### src/rtl/ks_pkg.sv
// rtl/ks_pkg.sv - shared width and result record for the Kogge-Stone sum stage
//
// Purpose: common definitions for the final stage of the 32-bit Kogge-Stone
// adder. The prefix tree is built only for KS_WIDTH = 32.
package ks_pkg;

    localparam int KS_WIDTH = 32;

    // Registered result record, WIDTH+3 bits, sum in the MSBs.
    typedef struct packed {
        logic [KS_WIDTH-1:0] sum;
        logic                cout;
        logic                ovf;
        logic                zero;
    } ks_result_t;

endpackage

### src/rtl/ks_skid_buf.sv
// rtl/ks_skid_buf.sv - 2-entry valid/ready skid buffer over ks_result_t
//
// Purpose: registers a result record with full throughput while keeping
// in_ready a pure flop output (no combinational ready path).
// Ports:
//   clk, rst             clock, synchronous active-high reset
//   in_valid / in_ready  upstream handshake, in_ready = ~skid valid
//   in_data              record to store
//   out_valid/out_ready  downstream handshake, out_valid = main valid
//   out_data             main (output) register
module ks_skid_buf
    import ks_pkg::*;
(
    input  logic       clk,
    input  logic       rst,
    input  logic       in_valid,
    output logic       in_ready,
    input  ks_result_t in_data,
    output logic       out_valid,
    input  logic       out_ready,
    output ks_result_t out_data
);

    logic       main_valid_q, main_valid_d;
    logic       skid_valid_q, skid_valid_d;
    ks_result_t main_q, main_d;
    ks_result_t skid_q, skid_d;
    logic       accept;
    logic       xfer;

    // Occupancy is implied by the two valid bits:
    // EMPTY (!main), ONE (main & !skid), FULL (main & skid).
    always_comb begin
        main_valid_d = main_valid_q;
        skid_valid_d = skid_valid_q;
        main_d       = main_q;
        skid_d       = skid_q;
        accept       = in_valid & ~skid_valid_q;
        xfer         = main_valid_q & out_ready;

        if (skid_valid_q) begin
            // FULL: nothing can be accepted; drain skid into main on transfer.
            if (xfer) begin
                main_d       = skid_q;
                skid_valid_d = 1'b0;
            end
        end else if (main_valid_q) begin
            if (accept && xfer) begin
                // Simultaneous in/out keeps occupancy at one, no bubble.
                main_d = in_data;
            end else if (accept) begin
                skid_d       = in_data;
                skid_valid_d = 1'b1;
            end else if (xfer) begin
                main_valid_d = 1'b0;
            end
        end else if (accept) begin
            main_d       = in_data;
            main_valid_d = 1'b1;
        end
    end

    always_ff @(posedge clk) begin
        if (rst) begin
            main_valid_q <= 1'b0;
            skid_valid_q <= 1'b0;
            main_q       <= '0;
            skid_q       <= '0;
        end else begin
            main_valid_q <= main_valid_d;
            skid_valid_q <= skid_valid_d;
            main_q       <= main_d;
            skid_q       <= skid_d;
        end
    end

    assign in_ready  = ~skid_valid_q;
    assign out_valid = main_valid_q;
    assign out_data  = main_q;

endmodule

### src/rtl/ks_sum_stage.sv
// rtl/ks_sum_stage.sv - Kogge-Stone final sum/flag stage with skid-buffered output
//
// Purpose: forms sum, carry-out, signed overflow and zero flag from the
// half-sum vector and the resolved group-generate vector, then registers them
// behind a 2-entry skid buffer (1-cycle latency, 1 result/cycle).
// Ports:
//   clk, rst             clock, synchronous active-high reset
//   in_valid / in_ready  upstream handshake (in_ready registered)
//   p0                   a ^ b per bit
//   g_grp                carry out of each bit, carry-in folded in
//   cin                  adder carry-in, used only for sum bit 0
//   out_valid/out_ready  downstream handshake
//   sum, cout, ovf, zero registered result
// Only WIDTH = 32 is supported; the record width follows KS_WIDTH.
module ks_sum_stage
    import ks_pkg::*;
#(
    parameter int WIDTH = KS_WIDTH
) (
    input  logic             clk,
    input  logic             rst,
    input  logic             in_valid,
    output logic             in_ready,
    input  logic [WIDTH-1:0] p0,
    input  logic [WIDTH-1:0] g_grp,
    input  logic             cin,
    output logic             out_valid,
    input  logic             out_ready,
    output logic [WIDTH-1:0] sum,
    output logic             cout,
    output logic             ovf,
    output logic             zero
);

    logic [WIDTH-1:0] sum_c;
    ks_result_t       rec_in;
    ks_result_t       rec_out;

    // Carry into bit i is the group generate of bits i-1..0.
    assign sum_c[0]         = p0[0] ^ cin;
    assign sum_c[WIDTH-1:1] = p0[WIDTH-1:1] ^ g_grp[WIDTH-2:0];

    assign rec_in.sum  = sum_c;
    assign rec_in.cout = g_grp[WIDTH-1];
    // Signed overflow: carry into the MSB differs from carry out of it.
    assign rec_in.ovf  = g_grp[WIDTH-1] ^ g_grp[WIDTH-2];
    assign rec_in.zero = ~|sum_c;

    ks_skid_buf u_skid (
        .clk       (clk),
        .rst       (rst),
        .in_valid  (in_valid),
        .in_ready  (in_ready),
        .in_data   (rec_in),
        .out_valid (out_valid),
        .out_ready (out_ready),
        .out_data  (rec_out)
    );

    assign sum  = rec_out.sum;
    assign cout = rec_out.cout;
    assign ovf  = rec_out.ovf;
    assign zero = rec_out.zero;

endmodule

### config.mk
export PLATFORM = sky130hd
export DESIGN_NAME = ks_sum_stage
export DESIGN_NICKNAME = d
export VERILOG_FILES = /design/src/rtl/ks_pkg.sv /design/src/rtl/ks_skid_buf.sv /design/src/rtl/ks_sum_stage.sv
export SDC_FILE = /design/constraint.sdc
export NUM_CORES = 1
export LEC_CHECK = 0
export CAP_MARGIN = 5
export CORE_ASPECT_RATIO = 0.9
export CORE_MARGIN = 2
export CORE_UTILIZATION = 28
export CTS_BUF_LIST = sky130_fd_sc_hd__clkbuf_16
export DETAILED_ROUTE_END_ITERATION = 8
export GPL_TIMING_DRIVEN = 0
export SETUP_SLACK_MARGIN = 0.05
export SLEW_MARGIN = 0
export SYNTH_ARGS = -nofsm -noshare
export SYNTH_HDL_FRONTEND = slang
export SYNTH_HIERARCHICAL = 1
export SYNTH_SLANG_ARGS = --single-unit
### constraint.sdc
create_clock -name clk -period 1.9 [get_ports clk]
set_clock_uncertainty 0.05 [all_clocks]
set_input_delay 0.38 -clock clk [delete_from_list [all_inputs] [get_ports clk]]
set_output_delay 0.38 -clock clk [all_outputs]
set_load 0.005 [all_outputs]
Yosys cells after proc, flatten, opt, wreduce, memory -nomap -nowiden

Cells that the tools add are included.

Output and inout bits: 37
Flip-flop bits (word level): 72

Reduce and logical (&&, ||, !) cells: 6
Bitwise gates (word level): 7
Multiplexer cells: 13
Eq/ne operators: 2

Operators with widths:

| cell                 | number |
|---|---|
| $mux W35             | 5 |
| $reduce_or A32 Y1    | 1 |
| $xor A31 B31 Y31     | 1 |
| $mux W1              | 8 |
| $reduce_and A4 Y1    | 1 |
| $ne A3 B3 Y1 const B | 1 |
| $reduce_and A3 Y1    | 1 |
| $reduce_bool A3 Y1   | 1 |
| $and A1 B1 Y1        | 2 |
| $ne A2 B2 Y1 const B | 1 |
| $not A1 Y1           | 2 |
| $xor A1 B1 Y1        | 2 |
| $logic_and A1 B1 Y1  | 1 |
| $logic_not A1 Y1     | 1 |

Longest topological paths before layout

Gate-level depths: netlist of the first run.

Depth after elaboration: 6
Gate-level depth with buffers: 7

Modules after synthesis

Netlist of the first run, hierarchy kept.

Modules (own cells, without submodules):

| module       | area each (µm²) | instances | seq. area each (µm²) | cells each |
|---|---|---|---|---|
| ks_skid_buf  | 3362.0          | 1         | 1441.4               | 357 |
| ks_sum_stage | 374.1           | 1         | 0.0                  | 44 |

Least setup slack after synthesis of the first run

OpenSTA, ideal clock, no wires.

Path kind: input to register
Start: in out_ready
End: reg u_skid.main_q (netlist bit u_skid/out_data[0])
Setup slack: 0.400 ns
Required time: 1.729 ns
Data arrival time: 1.329 ns
Stages: 4
Library setup time: 0.121 ns
Cells stage by stage: and2_1 > o22ai_4 > buf_8 > mux2_4

Word-level cells in the longest chain between the ends: 4

RTL lines:

| item                          | RTL line           | RTL |
|---|---|---|
| start: declaration            | ks_sum_stage.sv:28 | `input logic out_ready,` |
| $and A1 B1 Y1 *               | ks_skid_buf.sv:39  | `xfer = main_valid_q & out_ready;` |
| $logic_and A1 B1 Y1           | ks_skid_buf.sv:48  | `if (accept && xfer) begin` |
| $ne A3 B3 Y1 (no line)        | --                 |  |
| $reduce_and A3 Y1 (no line) * | --                 |  |
| end signal: assignment        | ks_skid_buf.sv:72  | `main_q <= main_d;` |
| end: declaration              | ks_skid_buf.sv:26  | `ks_result_t main_q, main_d;` |

Mark *: on every way between the ends. The rest lies on a longest branch, timed or not.
A chain may end at the register's enable or synchronous reset.

==> impl_results.md, run 1 <==
- Worst-Margin Slew: 0.4888 ns
- Leak pwr: about 2.2 nW
- Register Area: 0.001441 mm^2
- Yosys warnings: 6
- Vias in the first global route: 3,118
- Pwr dens: 775.8 mW/mm^2
- CTS tree: done
- Sw power: between 0.001 and 0.0015 W
- Most frequent cells in the layout: clkdlybuf4s50_1 (89), dfxtp_1 (72), nand2_1 (71), a21oi_1 (37), nor2_1 (36)
- NumNets Final: between 500 and 600
- Clock tree buffer depth: 2
- Die area: 0.01428 mm^2
- Io pins: 106
- Highest clock rate: 543.0 MHz
- Core ar.: 0.01321 mm^2
- FF+latch count, synth: 72
- Worst hold path class: input port to flop
- Port Buffer Count: 104
- Critical Path End Type: flop
- Clock share of power: 39.8%
- Area grow syn2layout: 49.16%
- Cts bufs inserted: 9
- Flop pwr share: a little under two fifths
- Per-cell routed wire length: 13.71 um
- Max transition margin: between 60% and 70%
- # diodes: 0
- Die height: 113.6 um
- Most common cell after layout, fill and taps aside: clkdlybuf4s50_1
- Post-synth net total: 470
- Initial antenna violation count: 0
- Worst-Skew Late Latency: 0.33 ns
- Global-route wire length before repair: 15,040 um
- Post-synth top area share: slightly below 40%
- Syn Inst Count: 401
- Area contributors post-synth: dfxtp_1 (39%), mux2_4 (12%), mux2i_1 (9.4%), xor2_1 (7.7%), nand2_1 (7.1%)
- Gr ovfl total: 0
- DR vias/cell: 4.466
- RSZ-0062 raised after global routing: true
- Final hold violations: 0
- Final setup fails: 0
- Tmin final: 1.842 ns
- Crit path max fanout: 3
- # DRC: 0
- Routed vias: 3,108
- Nature of the critical path startpoint: input port
- Layout cell share with drive strength beyond 1: between 20 and 25%
- Final GP Congestion: 0.7787
- Reg-to-reg endpoint: u_skid/out_data[7]$_SDFFE_PP0P_
- Post-Route WL: roughly 9500 um
- Largest net degree at the start of global routing: 20
- Gr usage total: 13.22%
- Sequential-to-total area share from yosys stat: around two fifths
- Area leader, netlist: dfxtp_1
- Avg Cell Area, Syn: 9.317 um^2
- # clock sinks: 72
- Root Buffer: clkbuf_16
- Total power: 0.004324 W
- WP data required: slightly above 2 ns
- Worst Hold Launch: p0[3]
- Worst R2R Start: u_skid/skid_valid_q$_SDFF_PP0_
- Crit Path Class: input port to flop
- Period utilization: 96.93%
- Fillers: ~1.3k
- Area occupied by multi-input gates: roughly 0.0023 mm^2
- Register-to-register setup slack: 0.32 ns
- Die Wd: 125.8 um
- Max-Cap Viols: 0
- Hold Path End: u_skid/skid_q[6]$_SDFFE_PP0P_
- Post-DP HPWL: 7120 um
- Post-route ant nets: 0
- Max-slew violations: 0
- Initial Utilization: approximately 28%
- Run status: completed
- Drt initial violations: 123
- Pre-antenna DRT Iters: 4
- WHS Path Cells: 4
- Switching share of power: 26.36%
- Critical path arrival: 2.01 ns
- Row count: 40
- Combinational share of power: 22.1%
- R2R cell count: 5
- Worst vdd ir: 453.8 uV
- Clock transition at path regs: 0.07 ns
- CTS Hold Bufs: 0
- Synth unique cells: 24
- Post-synthesis cell area: ~0.0037 mm^2
- Internal power: 0.003184 W
- Final TNS setup: 0 ns
- H-tree depth: 3
state kept, by name (all words and copies together), names as in the netlist:
signal / cells
u_skid/out_data: 35
u_skid/skid_q: 35
u_skid/skid_valid_q: 1
u_skid/out_valid: 1
area by class of cell:
class | count | area share [%]
Sequential cell | 72 | 25.86
Buffer | 27 | 3.368
Tap cell | 168 | 3.772
Timing Repair Buffer | 112 | 20.16
Inverter | 2 | 0.1347
Multi-Input combinational cell | 299 | 41.24
Clock buffer | 9 | 4.041
Clock inverter | 7 | 1.414
cell families (layout without fill, tap and decap cells):
kind of cell / count (synthesis) / after routing / synth area share, %
buf+inv: 30 / 157 / 5.291
compound gates: 39 / 39 / 5.626
simple gates: 157 / 157 / 19.83
flops: 72 / 72 / 38.58
xor+xnor: 33 / 33 / 7.736
mux: 70 / 70 / 22.94
synth_stat cells (all sizes together):
cell type,number
buf,21
nand4bb,1
nor2,37
and2,1
nor2b,35
xor2,33
o22ai,1
clkbuf,7
a21oi,37
dfxtp,72
nor3,1
inv,2
nor4,8
mux2i,35
mux2,35
and4bb,1
nand2,71
o21ai,1
nand4,2
worst max path at each step:
stage	depth (start not counted)	endpoint	from	slack, ns
3_3_place_gp	8	u_skid/out_data[0]$_SDFFE_PP0P_	g_grp[30]	-0.44
6_report	8	u_skid/out_data[0]$_SDFFE_PP0P_	p0[29]	0.06
4_1_cts	8	u_skid/out_data[0]$_SDFFE_PP0P_	g_grp[6]	0.05
3_5_place_dp	8	u_skid/out_data[0]$_SDFFE_PP0P_	g_grp[21]	-0.44
2_1_floorplan	4	u_skid/out_data[0]$_SDFFE_PP0P_	out_ready	0.40
5_1_grt	8	u_skid/out_data[0]$_SDFFE_PP0P_	p0[28]	0.01
layer usage:
metal | part of all wire [%] | track usage, %
met1 | 46 | 16.40
met2 | 46 | 22.02
met3 | 5.8 | 4.081
met4 | 2.1 | 4.396
met5 | 0 | 0
power by group through the flow:
stage	Clock [W]	Combinational, W	Sequential [W]
after floorplan	0	0.000480	0.00168
after global placement	0	0.000882	0.00168
after detailed placement	0	0.000896	0.00168
after CTS	0.00175	0.000921	0.00165
after global routing	0.00182	0.00102	0.00166
final	0.00172	0.000954	0.00165
worst max-delay path, cell delays in order:
cell             delay, ns
clkdlybuf4s50_1       0.47
xor2_1                0.33
nor4_2                0.11
nand4_1               0.15
nor2_2                0.06
mux2i_1               0.17
nor2_1                0.07
mux2_4                0.27
what timing repair did:
item,CTS,global route
buffers inserted,2,6
pin swaps,6,17
endpoints found under the hold margin,0,0
endpoints found under the setup margin,3,31
gates resized for setup,15,29
stage by stage:
| step | hold WS, ns | cell area, um^2 | util [%] | std cells | setup WS (ns) |
|---|---|---|---|---|---|
| final | 0.3765 | 5573 | 42.18 | 696 | 0.05838 |
| after global routing | 0.3974 | 5573 | 42.18 | 696 | 0.01113 |
| after CTS | 0.4047 | 5365 | 40.61 | 690 | 0.05172 |
| after detailed placement | 0.3965 | 4987 | 37.75 | 673 | -0.4413 |
| after global placement | 0.3911 | 4987 | 37.75 | 673 | -0.4428 |
| after floorplan | 0.3860 | 3736 | - | 401 | 0.3999 |
No activity file was read; power rests on OpenSTA's default activity.
==> run 2, diff against run 1 <==
- CTS_BUF_LIST: sky130_fd_sc_hd__clkbuf_16 -> default
- HOLD_SLACK_MARGIN: default -> 0.06
- SYNTH_HIERARCHICAL: 1 -> default
==> impl_results.md, run 2 <==
- Run status: completed
- Synth unique cells: 32
- Global-route wire length before repair: 15,380 um
- Min Hold Slack: 0.3998 ns
- DR vias/cell: 4.790
- RSZ-0062 raised after global routing: true
- Per-cell routed wire length: 15.22 um
- Leak pwr: 1.744 nW
- Most frequent cells in the layout: clkdlybuf4s50_1 (103), dfxtp_1 (71), nand2_1 (67), nor2_1 (35), a21oi_1 (35)
- Fin area: 0.005024 mm^2
- Worst Hold Launch: u_skid.out_data[7]$_SDFFE_PP0P_
- Cell area after placement: ~0.0046 mm^2
- WP data required: 2.10 ns
- Sequential-to-total area share from yosys stat: 42.78%
- Crit path max fanout: 3
- Post-synthesis cell area: ~0.0034 mm^2
- Combinational share of power: 19.8%
- Final Worst Setup Slack: between 0.05 and 0.06 ns
- Placement Setup Slack: -0.2846 ns
- Initial Utilization: 29.11%
- Count leader, synth: dfxtp_1
- # clock sinks: 72
- Post-route ant nets: 0
- Die area: about 0.013 mm^2
- Clock tree buffer depth: 2
- CTS tree: done
- Cts bufs inserted: 9
- FF+latch count, synth: 72
- Max-Cap Viols: 0
- Avg Cell Area, Syn: 9.206 um^2
- Area contributors post-synth: dfxtp_1 (43%), a211oi_2 (12%), xnor2_1 (7.8%), nand2_1 (7.5%), o211ai_1 (7.4%)
- Switching share of power: between 20% and 30%
- Die height: around 110 um
- Most common cell after layout, fill and taps aside: clkdlybuf4s50_1
- Top post-synthesis cells by count: dfxtp_1 (72), nand2_1 (67), a21oi_1 (35), nor2_1 (35)
- Fillers: 1,125
- Pwr dens: 871.0 mW/mm^2
- Die Wd: 119.6 um
- Final hold violations: 0
- CP Launch Point: g_grp[16]
- Final setup fails: 0
- Initial antenna violation count: 0
- Tmin final: 1.844 ns
- Area grow syn2layout: 49.09%
- Vias in the first global route: a little over 3k
- Critical Path End Type: flop
- Post-synth net total: 435
- Post-Route WL: about 10000 um
- Layout cell share with drive strength beyond 1: 17.49%
- Row count: 37
- Post-synth top area share: 42.78%
- Routed vias: ~3.1k
- Post-route insts no fill: roughly 640
- Syn Inst Count: 366
- Worst R2R Start: u_skid.skid_valid_q$_SDFF_PP0_
- Final GP Congestion: 0.7625
- Worst-Skew Late Latency: ~0.33 ns
- Worst vdd ir: approximately 360 uV
- Ys flop type: dfxtp_1
- H-tree depth: 3
- # placed instances: 626
- NumNets Final: 550
- Gr ovfl total: 0
- Io pins: 106
- Final core occ: 43.41%
- Yosys warnings: 0
- Number of enable flip-flop cells after synthesis: 0
- Clock transition at path regs: 0.06 ns
- Clock share of power: 42.2%
- Critical path arrival: 2.04 ns
- Nature of the critical path startpoint: input port
- Worst-Margin Slew: 0.7417 ns
- # diodes: 0
- Internal power: 0.003278 W
- Root Buffer: clkbuf_16
- Flop pwr share: 38.1%
- Period utilization: 97.05%
- Drt initial violations: 109
- Post-DP HPWL: 7257 um
- Max-slew violations: 0
- Pre-antenna DRT Iters: 4
- Highest clock rate: 542.3 MHz
- Largest net degree at the start of global routing: 14
- Crit Path Class: input port to flop
- Asr flop ratio synth: 0%
- Core ar.: about 0.012 mm^2
- # DRC: 0
- Max transition margin: 50.55%
- Sw power: 0.001098 W
- Worst hold path class: flop to flop
- CTS Hold Bufs: 0
- Area leader, netlist: dfxtp_1
- Port Buffer Count: 104
- Gr usage total: approximately 15%
## run 2: cell types whose count changed after synthesis, sizes merged, moves of 5 or more
cell | previous run | this run
mux2i | 35 | 3
nor4 | 8 | 1
mux2 | 35 | 0
nand4 | 2 | 7
o211ai | 0 | 33
clkbuf | 7 | 12
xnor2 | 0 | 33
xor2 | 33 | 0
a211oi | 0 | 34
nor2b | 35 | 0
## run 2: area by class of cell
cell class	count	area [um^2]	area share [%]
inverter	2	15.01	0.2989
multi-input combinational	262	1809	36.02
sequential	72	1443	28.72
clock inverter	5	78.83	1.569
timing repair buffer	105	1047	20.85
buffer	29	182.7	3.636
clock buffer	11	252.7	5.031
tap	156	195.2	3.885
## run 2: worst max-delay path: stages
cell	delay, ns
clkdlybuf4s50_1	0.43
xnor2_1	0.35
nand4_1	0.19
nor3_1	0.30
nand3_1	0.17
o32ai_2	0.22
## run 2: metrics by stage
step / setup TNS (ns) / power (W)
detailed placement: -8.330 / 0.002544
global placement: -5.134 / 0.002524
CTS: 0 / 0.004397
floorplan: 0 / 0.002122
finish: 0 / 0.004375
global route: 0 / 0.004575
## run 2: power groups by stage
stage	sequential, W	clock (W)	combinational, W
after detailed placement	0.00170	0	0.000847
after CTS	0.00167	0.00187	0.000856
after global placement	0.00169	0	0.000829
after global routing	0.00168	0.00196	0.000943
final	0.00166	0.00185	0.000865
after floorplan	0.00169	0	0.000428
## run 2: logic make-up after synthesis
family / synth area share [%]
xor gates and xnor gates: 9.246
AOI/OAI and AO/OA: 26.81
buffers and inverters: 5.495
and+or+nand+nor: 14.78
DFF: 42.78
muxes: 0.8912
## run 2: path summary, 6_finish.rpt
check,end,slack [ns],depth (start not counted)
setup / recovery,u_skid.out_data[0]$_SDFFE_PP0P_,0.06,6
hold / removal,u_skid.out_data[7]$_SDFFE_PP0P_,0.40,2
setup reg to reg,u_skid.out_data[23]$_SDFFE_PP0P_,0.21,7
hold reg to reg,u_skid.out_data[7]$_SDFFE_PP0P_,0.40,2
## run 2: what timing repair did
item,in CTS,in global routing
gates resized for setup,7,10
setup buffers,1,0
pin swaps,0,1
setup endpoints to repair,1,3
endpoints found under the hold margin,0,0
## run 2: metal layers
metal,vias up,global-route usage [%],part of all wire [%]
met5,-,0,0
met4,0,5.714,1.3
met3,9,4.430,5.8
met2,75,25.14,47
met1,1474,19.39,46
li1,1517,-,-
==> run 3, diff against run 2 <==
- clock period: 1.9 -> 2.1 ns (I/O delays scaled with it)
==> impl_results.md, run 3 (synthesis results as in run 2) <==
- Most frequent cells in the layout: clkdlybuf4s50_1 (103), dfxtp_1 (72), nand2_1 (67), nor2_1 (35), a21oi_1 (35)
- Pwr dens: 793.6 mW/mm^2
- Leak pwr: 1.708 nW
- WHS Path Cells: 2
- WP data required: 2.30 ns
- Routed vias: 3,089
- CTS tree: done
- Io pins: 106
- Nature of the critical path startpoint: input port
- Layout cell share with drive strength beyond 1: 15.67%
- Reg-to-reg endpoint: u_skid.skid_q[20]$_SDFFE_PP0P_
- H-tree depth: 3
- Register Area: 0.001441 mm^2
- Die area: roughly 0.013 mm^2
- Slowest cell delay on critical path: 0.41 ns
- Tmin final: 1.879 ns
- Initial antenna violation count: 0
- Most common cell after layout, fill and taps aside: clkdlybuf4s50_1
- RSZ-0062 raised after global routing: true
- # DRC: 0
- Run status: completed
- Drt initial violations: 90
- Crit path max fanout: 3
- Placement Setup Slack: -0.1246 ns
- Critical path arrival: 2.08 ns
- R2R cell count: 5
- Worst R2R Start: u_skid.out_valid$_SDFFE_PP0N_
- Max-Cap Viols: 0
- Cts bufs inserted: 9
- Final core occ: 42.92%
- Worst-Margin Slew: 0.7368 ns
- Post-route ant nets: 0
- Pre-antenna DRT Iters: 4
- Period utilization: around 89%
- NumNets Final: 549
- Largest net degree at the start of global routing: 15
- Post-Route WL: 9710 um
- Area occupied by multi-input gates: about 0.0018 mm^2
- Register-to-register setup slack: 0.43 ns
- Worst Hold Launch: u_skid.out_data[7]$_SDFFE_PP0P_
- Die height: approximately 110 um
- Area grow syn2layout: 47.42%
- Highest clock rate: 532.1 MHz
- Row count: 37
- Per-cell routed wire length: 15.15 um
- CTS Hold Bufs: 0
- Worst hold path class: flop to flop
- Slowest cell on the critical path: clkdlybuf4s50_1
- Fillers: approximately 1.1k
- Clock tree buffer depth: 2
- Global-route wire length before repair: roughly 15,000 um
- Final GP Congestion: 0.7625
- Core ar.: 0.01157 mm^2
- Worst-Skew Late Latency: between 0.3 and 0.4 ns
- Die Wd: 119.6 um
- Vias in the first global route: 3,083
- # clock sinks: 72
- Max transition margin: around half
- Gr usage total: 15.39%
- Max-slew violations: 0
- Final Worst Setup Slack: 0.2206 ns
- Post-DP HPWL: roughly 7300 um
- DR vias/cell: 4.819
- Final hold violations: 0
- Crit path cell chain: clkdlybuf4s50_1 > xnor2_1 > nand4_1 > nor4_1 > nand3_1 > o32ai_2
- Clock transition at path regs: 0.06 ns
- Port Buffer Count: 104
- # diodes: 0
- Hold Path End: u_skid.out_data[7]$_SDFFE_PP0P_
- Crit Path Class: input port to flop
- Root Buffer: clkbuf_16
- Gr ovfl total: 0
- Final setup fails: 0
- Setup bufs post-CTS: 0
- Critical Path End Type: flop
- Worst vdd ir: 323.3 uV
- Initial Utilization: 29.11%
run 3: power by group:
| part | internal (W) | switching (W) |
|---|---|---|
| clock network | 0.00110 | 0.000566 |
| logic | 0.000398 | 0.000371 |
| registers | 0.00146 | 0.0000486 |
run 3: how the worst max path moves through the flow:
| stage | startpoint | endpoint | slack (ns) |
|---|---|---|---|
| 3_3_place_gp | g_grp[16] | u_skid.out_data[0]$_SDFFE_PP0P_ | -0.09 |
| 6_report | g_grp[13] | u_skid.out_data[0]$_SDFFE_PP0P_ | 0.22 |
| 4_1_cts | u_skid.skid_valid_q$_SDFF_PP0_ | in_ready | 0.06 |
| 5_1_grt | g_grp[13] | u_skid.out_data[0]$_SDFFE_PP0P_ | 0.03 |
| 2_1_floorplan | g_grp[12] | u_skid.out_data[0]$_SDFFE_PP0P_ | 0.62 |
| 3_5_place_dp | g_grp[20] | u_skid.out_data[0]$_SDFFE_PP0P_ | -0.12 |
run 3: repair_timing:
action / CTS / global route
endpoints found under the setup margin: 1 / 3
pin swaps: 0 / 0
gates resized for setup: 6 / 3
run 3: through the flow:
stage / area (um^2) / TNS (ns) / std cells / hold WS [ns] / total power, W
3_3_place_gp: 4606 / -0.1080 / 626 / 0.3910 / 0.002283
2_1_floorplan: 3369 / 0 / 366 / 0.3947 / 0.001920
4_1_cts: 4950 / 0 / 641 / 0.4035 / 0.003977
5_1_grt: 4967 / 0 / 641 / 0.4201 / 0.004124
3_5_place_dp: 4606 / -0.3538 / 626 / 0.3956 / 0.002302
6_report: 4967 / 0 / 641 / 0.3998 / 0.003942
run 3: final cells by class:
type                            instances  share of cell area (%)
Buffer                                 29                   3.678
Clock buffer                           11                   5.088
Clock inverter                          5                   1.587
Inverter                                2                  0.3023
Multi-Input combinational cell        262                   35.39
Sequential cell                        72                   29.02
Tap cell                              156                   3.929
Timing Repair Buffer                  104                   21.01
run 3: critical path: cells and delay by family:
kind | cells | cell delay (ns)
buffers and inverters | 1 | 0.41
xor gates and xnor gates | 1 | 0.38
AOI/OAI and AO/OA | 1 | 0.22
and+or+nand+nor | 3 | 0.65
run 3: per-layer routing:
layer	global-route usage, %	vias to the layer above	part of all wire, %	wire [um]
li1	-	1515	-	-
met1	19.36	1488	45	4364
met2	25.18	75	48	4640
met3	4.430	11	5.6	542
met4	5.630	0	1.7	161
met5	0	-	0	0
